<file path="src/rtl/fifo_pkg.sv">
// -----------------------------------------------------------------------------
// fifo_pkg
// Definitions shared by the dual-clock FIFO pointer controllers (write side,
// read side) and the async FIFO top: depth derivation and Gray/binary
// conversion helpers.
//
// The conversion helpers work on a fixed maximum-width word. The caller passes
// the real pointer width, and bits at or above that width are ignored. This
// gives one function body for every pointer width without needing
// parametrised classes.
// -----------------------------------------------------------------------------
package fifo_pkg;

   localparam int unsigned GRAY_MAX_W = 32;

   typedef logic [GRAY_MAX_W-1:0] gray_word_t;

   // FIFO depth in words for a given address width.
   function automatic int unsigned fifo_depth(input int unsigned addrsize);
      return 32'd1 << addrsize;
   endfunction

   // Binary to Gray conversion over the low 'width' bits.
   function automatic gray_word_t bin2gray(input gray_word_t bin, input int width);
      gray_word_t gray;
      gray = '0;
      for (int i = 0; i < GRAY_MAX_W; i++) begin
         if (i < width) begin
            if (i + 1 < width) gray[i] = bin[i] ^ bin[i+1];
            else               gray[i] = bin[i];
         end
      end
      return gray;
   endfunction

   // Gray to binary conversion over the low 'width' bits.
   // Each binary bit is the XOR of all Gray bits at or above it.
   function automatic gray_word_t gray2bin(input gray_word_t gray, input int width);
      gray_word_t bin;
      logic       acc;
      bin = '0;
      acc = 1'b0;
      for (int i = GRAY_MAX_W - 1; i >= 0; i--) begin
         if (i < width) begin
            acc    = acc ^ gray[i];
            bin[i] = acc;
         end
      end
      return bin;
   endfunction

endpackage

</file>
<file path="src/rtl/sync_nff.sv">
// -----------------------------------------------------------------------------
// sync_nff
// Multi-flop synchroniser for a bus that changes by at most one bit per source
// clock, such as a Gray pointer. The output lags the input by STAGES edges of
// clk.
//
// Ports:
//   clk    in   destination-domain clock
//   rst_n  in   asynchronous active-low reset; clears every stage
//   d_i    in   WIDTH-bit input from the foreign clock domain
//   q_o    out  WIDTH-bit synchronised output (last stage)
// -----------------------------------------------------------------------------
module sync_nff #(
   parameter int unsigned WIDTH  = 1,
   parameter int unsigned STAGES = 2
) (
   input  logic             clk,
   input  logic             rst_n,
   input  logic [WIDTH-1:0] d_i,
   output logic [WIDTH-1:0] q_o
);

   logic [WIDTH-1:0] stage_q [STAGES];

   always_ff @(posedge clk or negedge rst_n) begin
      if (!rst_n) begin
         // NOTE: these are real flops rather than a RAM, so resetting every
         // stage costs nothing and makes the synchronised value well defined
         // right after reset.
         for (int unsigned i = 0; i < STAGES; i++) stage_q[i] <= '0;
      end else begin
         // NOTE: non-blocking assignments make every stage sample its
         // predecessor's old value, so the chain shifts one stage per edge
         // regardless of statement order.
         stage_q[0] <= d_i;
         for (int unsigned i = 1; i < STAGES; i++) stage_q[i] <= stage_q[i-1];
      end
   end

   assign q_o = stage_q[STAGES-1];

endmodule

</file>
<file path="src/rtl/wr_ptr_ctrl.sv">
// -----------------------------------------------------------------------------
// wr_ptr_ctrl
// Write-side pointer controller of the dual-clock FIFO. It lives entirely in
// the write clock domain. It synchronises the read Gray pointer, keeps the
// binary and Gray write pointers, and produces registered full, almost-full,
// fill-level and sticky overflow status.
//
// The status is pessimistic. Reads become visible only after synchronisation,
// so wcount may overstate the fill level but never understates it.
//
// Ports:
//   wr_clk        in   write-domain clock
//   wr_rst_n      in   asynchronous active-low reset
//   wr_en         in   write request
//   ovf_clr       in   clears the sticky overflow flag
//   rptr_gray     in   read-domain Gray pointer (unsynchronised)
//   wr_accept     out  memory write enable, wr_en & ~wfull (combinational)
//   wr_addr       out  binary memory write address
//   wptr          out  registered Gray write pointer for the read domain
//   wfull         out  registered full flag
//   walmost_full  out  registered almost-full flag (fill >= AFULL_LEVEL)
//   wcount        out  registered fill level, 0..DEPTH
//   wovf          out  sticky overflow flag (write attempted while full)
// -----------------------------------------------------------------------------
module wr_ptr_ctrl
   import fifo_pkg::*;
#(
   parameter int unsigned ADDRSIZE    = 4,
   parameter int unsigned AFULL_LEVEL = fifo_depth(ADDRSIZE) - 2,
   parameter int unsigned SYNC_STAGES = 2
) (
   input  logic                wr_clk,
   input  logic                wr_rst_n,
   input  logic                wr_en,
   input  logic                ovf_clr,
   input  logic [ADDRSIZE:0]   rptr_gray,
   output logic                wr_accept,
   output logic [ADDRSIZE-1:0] wr_addr,
   output logic [ADDRSIZE:0]   wptr,
   output logic                wfull,
   output logic                walmost_full,
   output logic [ADDRSIZE:0]   wcount,
   output logic                wovf
);

   localparam int unsigned       PTR_W     = ADDRSIZE + 1;
   // AFULL_LEVEL can be as large as DEPTH, which fits in the pointer width.
   localparam logic [ADDRSIZE:0] AFULL_THR = PTR_W'(AFULL_LEVEL);

   logic [ADDRSIZE:0] wq_rptr;
   logic [ADDRSIZE:0] rbin_s;
   logic [ADDRSIZE:0] wbin_q,   wbin_d;
   logic [ADDRSIZE:0] wptr_q,   wgray_d;
   logic [ADDRSIZE:0] wcount_q, count_d;
   logic              wfull_q,  full_d;
   logic              wafull_q, afull_d;
   logic              wovf_q,   wovf_d;

   // Read pointer into the write domain.
   sync_nff #(
      .WIDTH  (PTR_W),
      .STAGES (SYNC_STAGES)
   ) u_rptr_sync (
      .clk   (wr_clk),
      .rst_n (wr_rst_n),
      .d_i   (rptr_gray),
      .q_o   (wq_rptr)
   );

   assign rbin_s = PTR_W'(gray2bin(GRAY_MAX_W'(wq_rptr), int'(PTR_W)));

   // Gated by the registered full flag only, so there is no combinational path
   // from the read pointer to the memory write enable.
   assign wr_accept = wr_en & ~wfull_q;

   assign wbin_d  = wbin_q + {{ADDRSIZE{1'b0}}, wr_accept};
   assign wgray_d = PTR_W'(bin2gray(GRAY_MAX_W'(wbin_d), int'(PTR_W)));

   // The MSB is a lap bit, so the modulo difference is the true fill level
   // even across the pointer wrap.
   assign count_d = wbin_d - rbin_s;

   // Full means "same address, one lap ahead". In Gray code this is the read
   // pointer with its two top bits inverted.
   assign full_d  = (wgray_d == {~wq_rptr[ADDRSIZE:ADDRSIZE-1], wq_rptr[ADDRSIZE-2:0]});
   assign afull_d = (count_d >= AFULL_THR);

   // A set in the same cycle as a clear wins.
   assign wovf_d  = (wr_en & wfull_q) | (wovf_q & ~ovf_clr);

   always_ff @(posedge wr_clk or negedge wr_rst_n) begin
      if (!wr_rst_n) begin
         wbin_q   <= '0;
         wptr_q   <= '0;
         wcount_q <= '0;
         wfull_q  <= 1'b0;
         wafull_q <= 1'b0;
         wovf_q   <= 1'b0;
      end else begin
         wbin_q   <= wbin_d;
         wptr_q   <= wgray_d;
         wcount_q <= count_d;
         wfull_q  <= full_d;
         wafull_q <= afull_d;
         wovf_q   <= wovf_d;
      end
   end

   assign wr_addr      = wbin_q[ADDRSIZE-1:0];
   assign wptr         = wptr_q;
   assign wfull        = wfull_q;
   assign walmost_full = wafull_q;
   assign wcount       = wcount_q;
   assign wovf         = wovf_q;

endmodule

</file>
<file path="config.mk">
export PLATFORM = sky130hd
export DESIGN_NAME = wr_ptr_ctrl
export DESIGN_NICKNAME = d
export VERILOG_FILES = /design/src/rtl/fifo_pkg.sv /design/src/rtl/sync_nff.sv /design/src/rtl/wr_ptr_ctrl.sv
export SDC_FILE = /design/constraint.sdc
export NUM_CORES = 1
export LEC_CHECK = 0
export BUFFER_PORTS_ARGS = -buffer_cell sky130_fd_sc_hd__buf_2
export CAP_MARGIN = 10
export CORE_MARGIN = 2
export CORE_UTILIZATION = 50
export CTS_BUF_LIST = sky130_fd_sc_hd__clkbuf_16
export CTS_CLUSTER_DIAMETER = 80
export DETAILED_ROUTE_END_ITERATION = 10
export PLACE_DENSITY = 0.74
export SLEW_MARGIN = 30
export SYNTH_ARGS = -nofsm -noshare
export SYNTH_HDL_FRONTEND = slang
export SYNTH_SLANG_ARGS = --single-unit
</file>
<file path="constraint.sdc">
create_clock -name wr_clk -period 2.98 [get_ports wr_clk]
set_input_delay 0.596 -clock wr_clk [delete_from_list [all_inputs] [get_ports wr_clk]]
set_output_delay 0.596 -clock wr_clk [all_outputs]
set_load 0.1 [all_outputs]
</file>
## Word-level counts from Yosys, hierarchy flattened

Index checks and enable logic that the tools add are counted.

| storage, ports and cells | value |
|---|---|
| input bits | 9 |
| output and inout port bits | 18 |
| register bits after elaboration | 28 |
| word-level logic and storage cells | 27 |

| cells by class | value |
|---|---|
| add/sub/neg operators | 2 |
| $lt $le $gt $ge | 1 |
| bitwise gates (word level) | 15 |
| equality and inequality tests | 1 |

Operators with widths:

| operator | number |
|---|---|
| $xor 1x1->1 | 8 |
| $add 5x1->5 | 1 |
| $eq 5x5->1 | 1 |
| $ge 5x4->1 const B | 1 |
| $sub 5x5->5 | 1 |
| $and 1x1->1 | 3 |
| $not 1->1 | 2 |
| $not 2->2 | 1 |
| $or 1x1->1 | 1 |

## Depth between registers and ports, before layout

Gate-level depths: netlist of run 1.

| logic depth | value |
|---|---|
| word-level depth | 6 |
| mapped depth | 10 |
| gate-level depth less buffers | 10 |

## Hierarchy

Synthesis of run 1 repeated with hierarchy kept, for this count alone.

| second synthesis, totals | value |
|---|---|
| cell total of the unflattened synthesis | 97 |
| area total of the unflattened synthesis | 1256.2 um^2 |

By module, submodules not included:

| module | seq. area each (um^2) | area each (um^2) | times used | cells an instance |
|---|---|---|---|---|
| wr_ptr_ctrl | 425.4 | 968.4 | 1 | 82 |
| sync_nff | 250.2 | 287.8 | 1 | 15 |

## Least setup slack after synthesis of run 1

Ideal clock, no wire load.

| timing | value |
|---|---|
| kind | register -> register |
| start | register wfull_q, in the netlist wfull |
| end | register wafull_q, in the netlist walmost_full |
| period minus slack after synthesis | 4238 ps |
| arrival time | 4123 ps |
| path slack | -1258 ps |
| required time | 2864 ps |
| library setup time | 116 ps |
| path buffers | 0 |
| cell stages (with the launch flop) | 10 |
| cell sequence | dfrtp_1 nor2b_1 ha_1 xnor2_1 inv_1 ha_1 nor2b_1 o21ai_0 a21boi_0 o311ai_0 |

| on the way | value |
|---|---|
| word-level cells in the longest chain between the ends | 5 |

RTL lines:

| element | line | source |
|---|---|---|
| start, declared | wr_ptr_ctrl.sv:55 | `logic wfull_q, full_d;` |
| start signal, assigned | wr_ptr_ctrl.sv:103 | `wfull_q <= full_d;` |
| $not 1->1 | wr_ptr_ctrl.sv:74 | `assign wr_accept = wr_en & ~wfull_q;` |
| $and 1x1->1 | wr_ptr_ctrl.sv:74 |  |
| named net wr_accept | wr_ptr_ctrl.sv:37 | `output logic wr_accept,` |
| $add 5x1->5 | wr_ptr_ctrl.sv:76 | `assign wbin_d = wbin_q + {{ADDRSIZE{1'b0}}, wr_accept};` |
| named net wbin_d[1] | wr_ptr_ctrl.sv:52 | `logic [ADDRSIZE:0] wbin_q, wbin_d;` |
| $sub 5x5->5 | wr_ptr_ctrl.sv:81 | `assign count_d = wbin_d - rbin_s;` |
| $ge 5x4->1 | wr_ptr_ctrl.sv:86 | `assign afull_d = (count_d >= AFULL_THR);` |
| named net afull_d | wr_ptr_ctrl.sv:56 | `logic wafull_q, afull_d;` |
| end signal, assigned | wr_ptr_ctrl.sv:104 | `wafull_q <= afull_d;` |
| end, declared | wr_ptr_ctrl.sv:56 |  |

The timed path passes the listed nets, and every way through them passes these cells.

## Final worst setup path of run 1

| timing | value |
|---|---|
| start | register u_rptr_sync.stage_q (netlist bit u_rptr_sync.q_o[4]) |
| end | register wafull_q, in the netlist walmost_full |

| on the way | value |
|---|---|
| word-level cells in the longest chain between the ends | 6 |

RTL lines:

| element | line | source |
|---|---|---|
| start, declared | sync_nff.sv:23 | `logic [WIDTH-1:0] stage_q [STAGES];` |
| $xor 1x1->1 (4 in series) | fifo_pkg.sv:45 | `acc = acc ^ gray[i];` |
| $sub 5x5->5 (*) | wr_ptr_ctrl.sv:81 |  |
| $ge 5x4->1 (*) | wr_ptr_ctrl.sv:86 |  |
| named net afull_d | wr_ptr_ctrl.sv:56 |  |

The timed path passes the listed nets; every way through them passes the cells marked *.

==> qor.txt, run 1 <==
Synth Area in Adders: 7.80%
CTS tree: yes
Die extent in x: 53.4 um
Total grt overflow: 0
Final hold violation count: 0
Clk Latency, worst-skew pair: 0.26 ns
DRT iter0 DRCs: 3
Critical path's largest stage delay: 0.42 ns
Total die area: 2850 sq um
Top FF cell, synth: dfrtp_1
CTS Hold Bufs: 0
Residual DRC: 0
Req. time, crit path: 3.08 ns
Top-count cell post-synth: dfrtp_1
Simple-gate share of the synthesized area: 8.83%
Largest delay contributor family on the critical path: XOR/XNOR gates
Element type at the critical path start: flip-flop
Post-layout minimum cycle time: 2.79 ns
Ranking of synthesized cells by area: dfrtp_1 (55%), xnor2_1 (9.3%), ha_1 (6.2%)
First-pass GRT wire length: 3420 um
Diode count: 0
Post-synth design cell area: 1220 sq um
Dpl hpwl: 1550 um
Layout cells sized above 1: 33.1%
Die H: 53.4 um
Post-Route Setup TNS: 0 ns
Post-synth top area cell: dfrtp_1
Synthesized flop and latch total: 27
Core footprint: 2250 sq um
Slowest-stage cell, CP: dfrtp_1
Nets: 138
Pin count of the biggest net entering global routing: 28
Root Buffer: clkbuf_16
Htree depth: 1
Cts bufs inserted: 3
DRT Pass-1 Iters: 3
Worst hold-check path type: in -> async
Crit. End Element: flip-flop
R2R setup slack: 0.19 ns
Status: finished, final reports clean
Buf/Inv on CP: 0
GP Congestion: 0.778
Crit share post-route: 93.6%
Synth Warn #: 0
CTS sink count: 27
Synth Area in Compound Gates: 5.95%
Post-synth EDFFs: 0
Tot GR Track Use: 17.9%
Vias in the first global route: 775
Area Overhead vs Synth: 22.7%
Reg2reg end: walmost_full
Initial core utilization: 54.1%
Post-synth ARST share: 100%
Clock buffer depth: 2
Clock-pin slew on the worst setup and hold paths: 0.06 ns
Max Cap Violations: 0
Per-cell routed wire length: 13.6 um
PostCTS Resize Cnt: 0
Port Buffers: 26
Relative slew margins: 61.8%
Antenna violations before repair: 0
Final setup fails: 0
Max Freq: 358 MHz
Mux cell area share after synthesis: 0%
Syn Area/Cell: 13.2 sq um
Combinational family with the most area after synthesis: XOR/XNOR gates
Crit path arrival time: 2.89 ns
FF-to-FF path depth: 10
Worst-margin pin slew: 0.573 ns
Syn_nets: 108
Post-Synth XOR/XNOR Area: 18.7%
Final Max Tran Viols: 0
Setup Crit Path Kind: reg -> reg
Share of the synthesized area in the top cell type: 55.4%
Crit Path Max Fanout: 3
Via density: 5.07
Row cnt: 17
Via count: 755
Post-CTS Setup Bufs: 0
Post-Route Skew: 0.00490 ns
Synth cell types: 30
Cell count after synthesis: 92
# IOs: 27
Post-route ant nets: 0
Most common library cells after synthesis: dfrtp_1 (27), xnor2_1 (13), inv_1 (8)
CP Cell Sequence: xnor2_2 > xor2_2 > xor2_1 > xnor2_1 > ha_1 > fa_1 > nand2b_1 > a21boi_0 > or3_1 > o311ai_0
Reg2reg start: u_rptr_sync.q_o[4]
DRT Wirelength: 2030 um
RSZ-0062 raised after global routing: false
Sequential fraction of the synthesis area: 55.4%
-- how the worst max path moves through the flow --
stage / startpoint / cells past startpoint / endpoint / slack, ns
after floorplan: wfull / 9 / walmost_full / 0.05
after global placement: wr_en / 10 / walmost_full / 0.36
after detailed placement: wr_en / 10 / walmost_full / 0.19
after CTS: u_rptr_sync.q_o[4] / 10 / walmost_full / 0.22
after global routing: u_rptr_sync.q_o[4] / 10 / walmost_full / 0.006
final: u_rptr_sync.q_o[4] / 10 / walmost_full / 0.19
-- logic make-up (layout without fill, tap and decap cells) --
logic type               count (synthesis)  in the layout
XOR/XNOR                                21             21
AND/OR/NAND/NOR                         17             17
AO/OA/AOI/OAI                           10             10
buffers and inverters                   10             39
flip-flops                              27             27
adder cells (fa/ha/maj)                  7              7
-- registers in the layout, summed over array words and instances, names as in the netlist --
signal	flops
walmost_full	1
wbin_q	5
u_rptr_sync.stage_q	5
wovf	1
wcount	5
wfull	1
wptr	4
u_rptr_sync.q_o	5
-- cells in the final DEF (no fill, tap or decap), drive strengths merged, types with 2 or more instances in the layout --
cell type	n
a21boi	2
buf	27
clkbuf	3
dfrtp	27
ha	6
inv	8
nand2	4
nand2b	2
nor2b	3
o21ai	3
xnor2	14
xor2	5
-- layout make-up --
| type | instances | area [sq um] |
|---|---|---|
| inverter | 8 | 30.0 |
| fill | 182 | 759 |
| clock buffer | 3 | 75.1 |
| clock inverter | 1 | 5.00 |
| multi-input combinational | 55 | 536 |
| sequential | 27 | 677 |
| timing repair buffer | 27 | 138 |
| tap | 28 | 35.0 |
-- worst register-to-register path: cells and delay by family, from the launching register on --
kind            cells  cell delay, ns
compound gates      2            0.38
flops               1            0.42
xor+xnor            4            0.88
fa+ha+maj           2            0.64
simple gates        2            0.33
-- metal layers --
metal  track usage, %  share of wire [%]  vias up
li1                 -                  -      357
met1             21.7                 43      372
met2             28.4                 49       22
met3             5.08                5.4        4
met4             10.3                2.4        0
met5                0                  0        -
-- stage by stage --
step                      cells  instance area [sq um]  setup WS (ns)  hold WS, ns  util [%]
after CTS                   149                   1500          0.220        0.350      66.3
final                       149                   1500          0.191        0.326      66.3
after global routing        149                   1500        0.00597        0.357      66.3
after global placement      145                   1420          0.360        0.331      62.8
after detailed placement    145                   1420          0.185        0.336      62.8
after floorplan              92                   1250         0.0498        0.300         -
Power of run 1 is not shown: default switching activity piles up to over one toggle a cycle in this logic, so the estimate is an artifact.
==> run 2: changes to the inputs <==
--- a/config.mk
+++ b/config.mk
@@ -12,7 +12,8 @@
 export CTS_BUF_LIST = sky130_fd_sc_hd__clkbuf_16
 export CTS_CLUSTER_DIAMETER = 80
 export DETAILED_ROUTE_END_ITERATION = 10
-export PLACE_DENSITY = 0.74
+export PLACE_DENSITY_LB_ADDON = 0.25
+export SKIP_CTS_REPAIR_TIMING = 1
 export SLEW_MARGIN = 30
 export SYNTH_ARGS = -nofsm -noshare
 export SYNTH_HDL_FRONTEND = slang
==> run 2 against run 1 <==
Final cell count unchanged. Utilization up 0.11 points. Non-clock buffer count unchanged. Critical path depth unchanged. Global-route usage is 0.47 points higher. Via count down 0.26%. First-iteration DRC count rose to 3.0 times the previous value. Final area up 0.17%. Hold slack improved by 0.0059 ns. Routed wire length about the same. Die area unchanged. Highest routed layer unchanged.
==> qor.txt, run 2 (same netlist as run 1, synthesis figures left out) <==
Crit share post-route: 90.5% (was 93.6%)
Vias in the first global route: 823 (was 775)
Pin count of the biggest net entering global routing: 28 (unchanged)
Total die area: 2850 sq um (unchanged)
Area Overhead vs Synth: 22.9% (was 22.7%)
Status: finished, final reports clean (unchanged)
Commonest non-fill, non-tap cells in the layout: buf_2 (26), dfrtp_1 (26), xnor2_1 (13) (unchanged)
Port Buffers: 26 (unchanged)
Element type at the critical path start: flip-flop (unchanged)
Req. time, crit path: 3.09 ns (was 3.08 ns)
Relative slew margins: 61.4% (was 61.8%)
DRT iter0 DRCs: 9 (was 3)
Register Area: 677 sq um (unchanged)
Dpl hpwl: 1510 um (was 1550 um)
Post-Route Skew: 0.00606 ns (was 0.00490 ns)
Die H: 53.4 um (unchanged)
Post-layout minimum cycle time: 2.70 ns (was 2.79 ns)
First-pass GRT wire length: 3610 um (was 3420 um)
Max Freq: 371 MHz (was 358 MHz)
Per-cell routed wire length: 13.6 um (about the same)
Final setup fails: 0 (unchanged)
GP Congestion: 0.756 (was 0.778)
CTS tree: yes (unchanged)
Worst-margin pin slew: 0.579 ns (was 0.573 ns)
Clock-pin slew on the worst setup and hold paths: 0.07 ns (was 0.06 ns)
Tot GR Track Use: 18.4% (was 17.9%)
Row cnt: 17 (unchanged)
Final instance area: 1500 sq um (about the same)
Layout cells sized above 1: 33.1% (unchanged)
Die extent in x: 53.4 um (unchanged)
Worst hold-check path type: in -> async (unchanged)
Via count: 753 (was 755)
Final hold violation count: 0 (unchanged)
Crit path arrival time: 2.81 ns (was 2.89 ns)
Htree depth: 1 (unchanged)
Via density: 5.05 (was 5.07)
Clk Latency, worst-skew pair: 0.26 ns (about the same)
Setup Crit Path Kind: reg -> reg (unchanged)
Area of the multi-input gates: 536 sq um (unchanged)
Residual DRC: 0 (unchanged)
RSZ-0062 raised after global routing: false (unchanged)
Crit. End Element: flip-flop (unchanged)
Nets: 138 (unchanged)
Max Cap Violations: 0 (unchanged)
Post-route setup slack: 0.282 ns (was 0.191 ns)
Initial core utilization: 54.1% (unchanged)
Clock buffer depth: 2 (unchanged)
Final hold slack: 0.332 ns (was 0.326 ns)
Antenna violations before repair: 0 (unchanged)
Crit Path Max Fanout: 3 (unchanged)
Pre-CTS setup slack: 0.258 ns (was 0.185 ns)
Total grt overflow: 0 (unchanged)
Core footprint: 2250 sq um (unchanged)
Diode count: 0 (unchanged)
Post-route ant nets: 0 (unchanged)
DRT Wirelength: 2030 um (about the same)
Final Max Tran Viols: 0 (unchanged)
Root Buffer: clkbuf_16 (unchanged)
# IOs: 27 (unchanged)
Post-Route Setup TNS: 0 ns (unchanged)
Cts bufs inserted: 3 (unchanged)
Area post-placement: 1420 sq um (unchanged)
CTS sink count: 27 (unchanged)
Filler cells: 174 (was 182)
DRT Pass-1 Iters: 4 (was 3)
==> run 2: cell count changes in the layout (fill, tap and decap cells not counted), sizes merged <==
cell      before  now
clkinv         1    0
clkinvlp       0    1
==> run 2: cell type report <==
class / count / area share [%]
Clock inverter: 1 / 0.501
Inverter: 8 / 2.01
Clock buffer: 3 / 5.01
Tap cell: 28 / 2.34
Timing Repair Buffer: 27 / 9.19
Multi-Input combinational cell: 55 / 35.8
Sequential cell: 27 / 45.2
==> run 2: final timing paths <==
| path | slack (ns) | endpoint | startpoint | cells past startpoint |
|---|---|---|---|---|
| max in group asynchronous | 2.23 | wfull | wr_rst_n | 1 |
| setup reg to reg | 0.28 | walmost_full | u_rptr_sync.q_o[4] | 10 |
| hold reg to reg | 0.35 | u_rptr_sync.q_o[4] | u_rptr_sync.stage_q[9] | 0 |
| hold / removal | 0.33 | wcount[3] | wr_rst_n | 1 |
| min in group wr_clk | 0.35 | u_rptr_sync.q_o[4] | u_rptr_sync.stage_q[9] | 0 |
| setup / recovery | 0.28 | walmost_full | u_rptr_sync.q_o[4] | 10 |
==> run 2: per-layer routing <==
| layer | vias to the layer above | global-route usage (%) | share of wire, % |
|---|---|---|---|
| li1 | 357 | - | - |
| met1 | 376 | 21.6 | 41 |
| met2 | 18 | 32.5 | 54 |
| met3 | 2 | 3.39 | 4.7 |
| met4 | 0 | 7.69 | 0.59 |
| met5 | - | 0 | 0 |
==> run 2: through the flow <==
| step | util [%] | instances |
|---|---|---|
| floorplan | - | 92 |
| global placement | 62.8 | 145 |
| detailed placement | 62.8 | 145 |
| CTS | 66.4 | 149 |
| global route | 66.4 | 149 |
| finish | 66.4 | 149 |
==> run 2: critical path, stage by stage, from the launching register on <==
cell and delay (ns):
dfrtp_1 0.42, xnor2_2 0.25, xor2_2 0.21, xor2_1 0.30
xnor2_1 0.11, ha_1 0.22, fa_1 0.40, nand2b_1 0.16
a21boi_0 0.21, or3_1 0.15, o311ai_0 0.13
Power of run 2 is left out for the same reason.
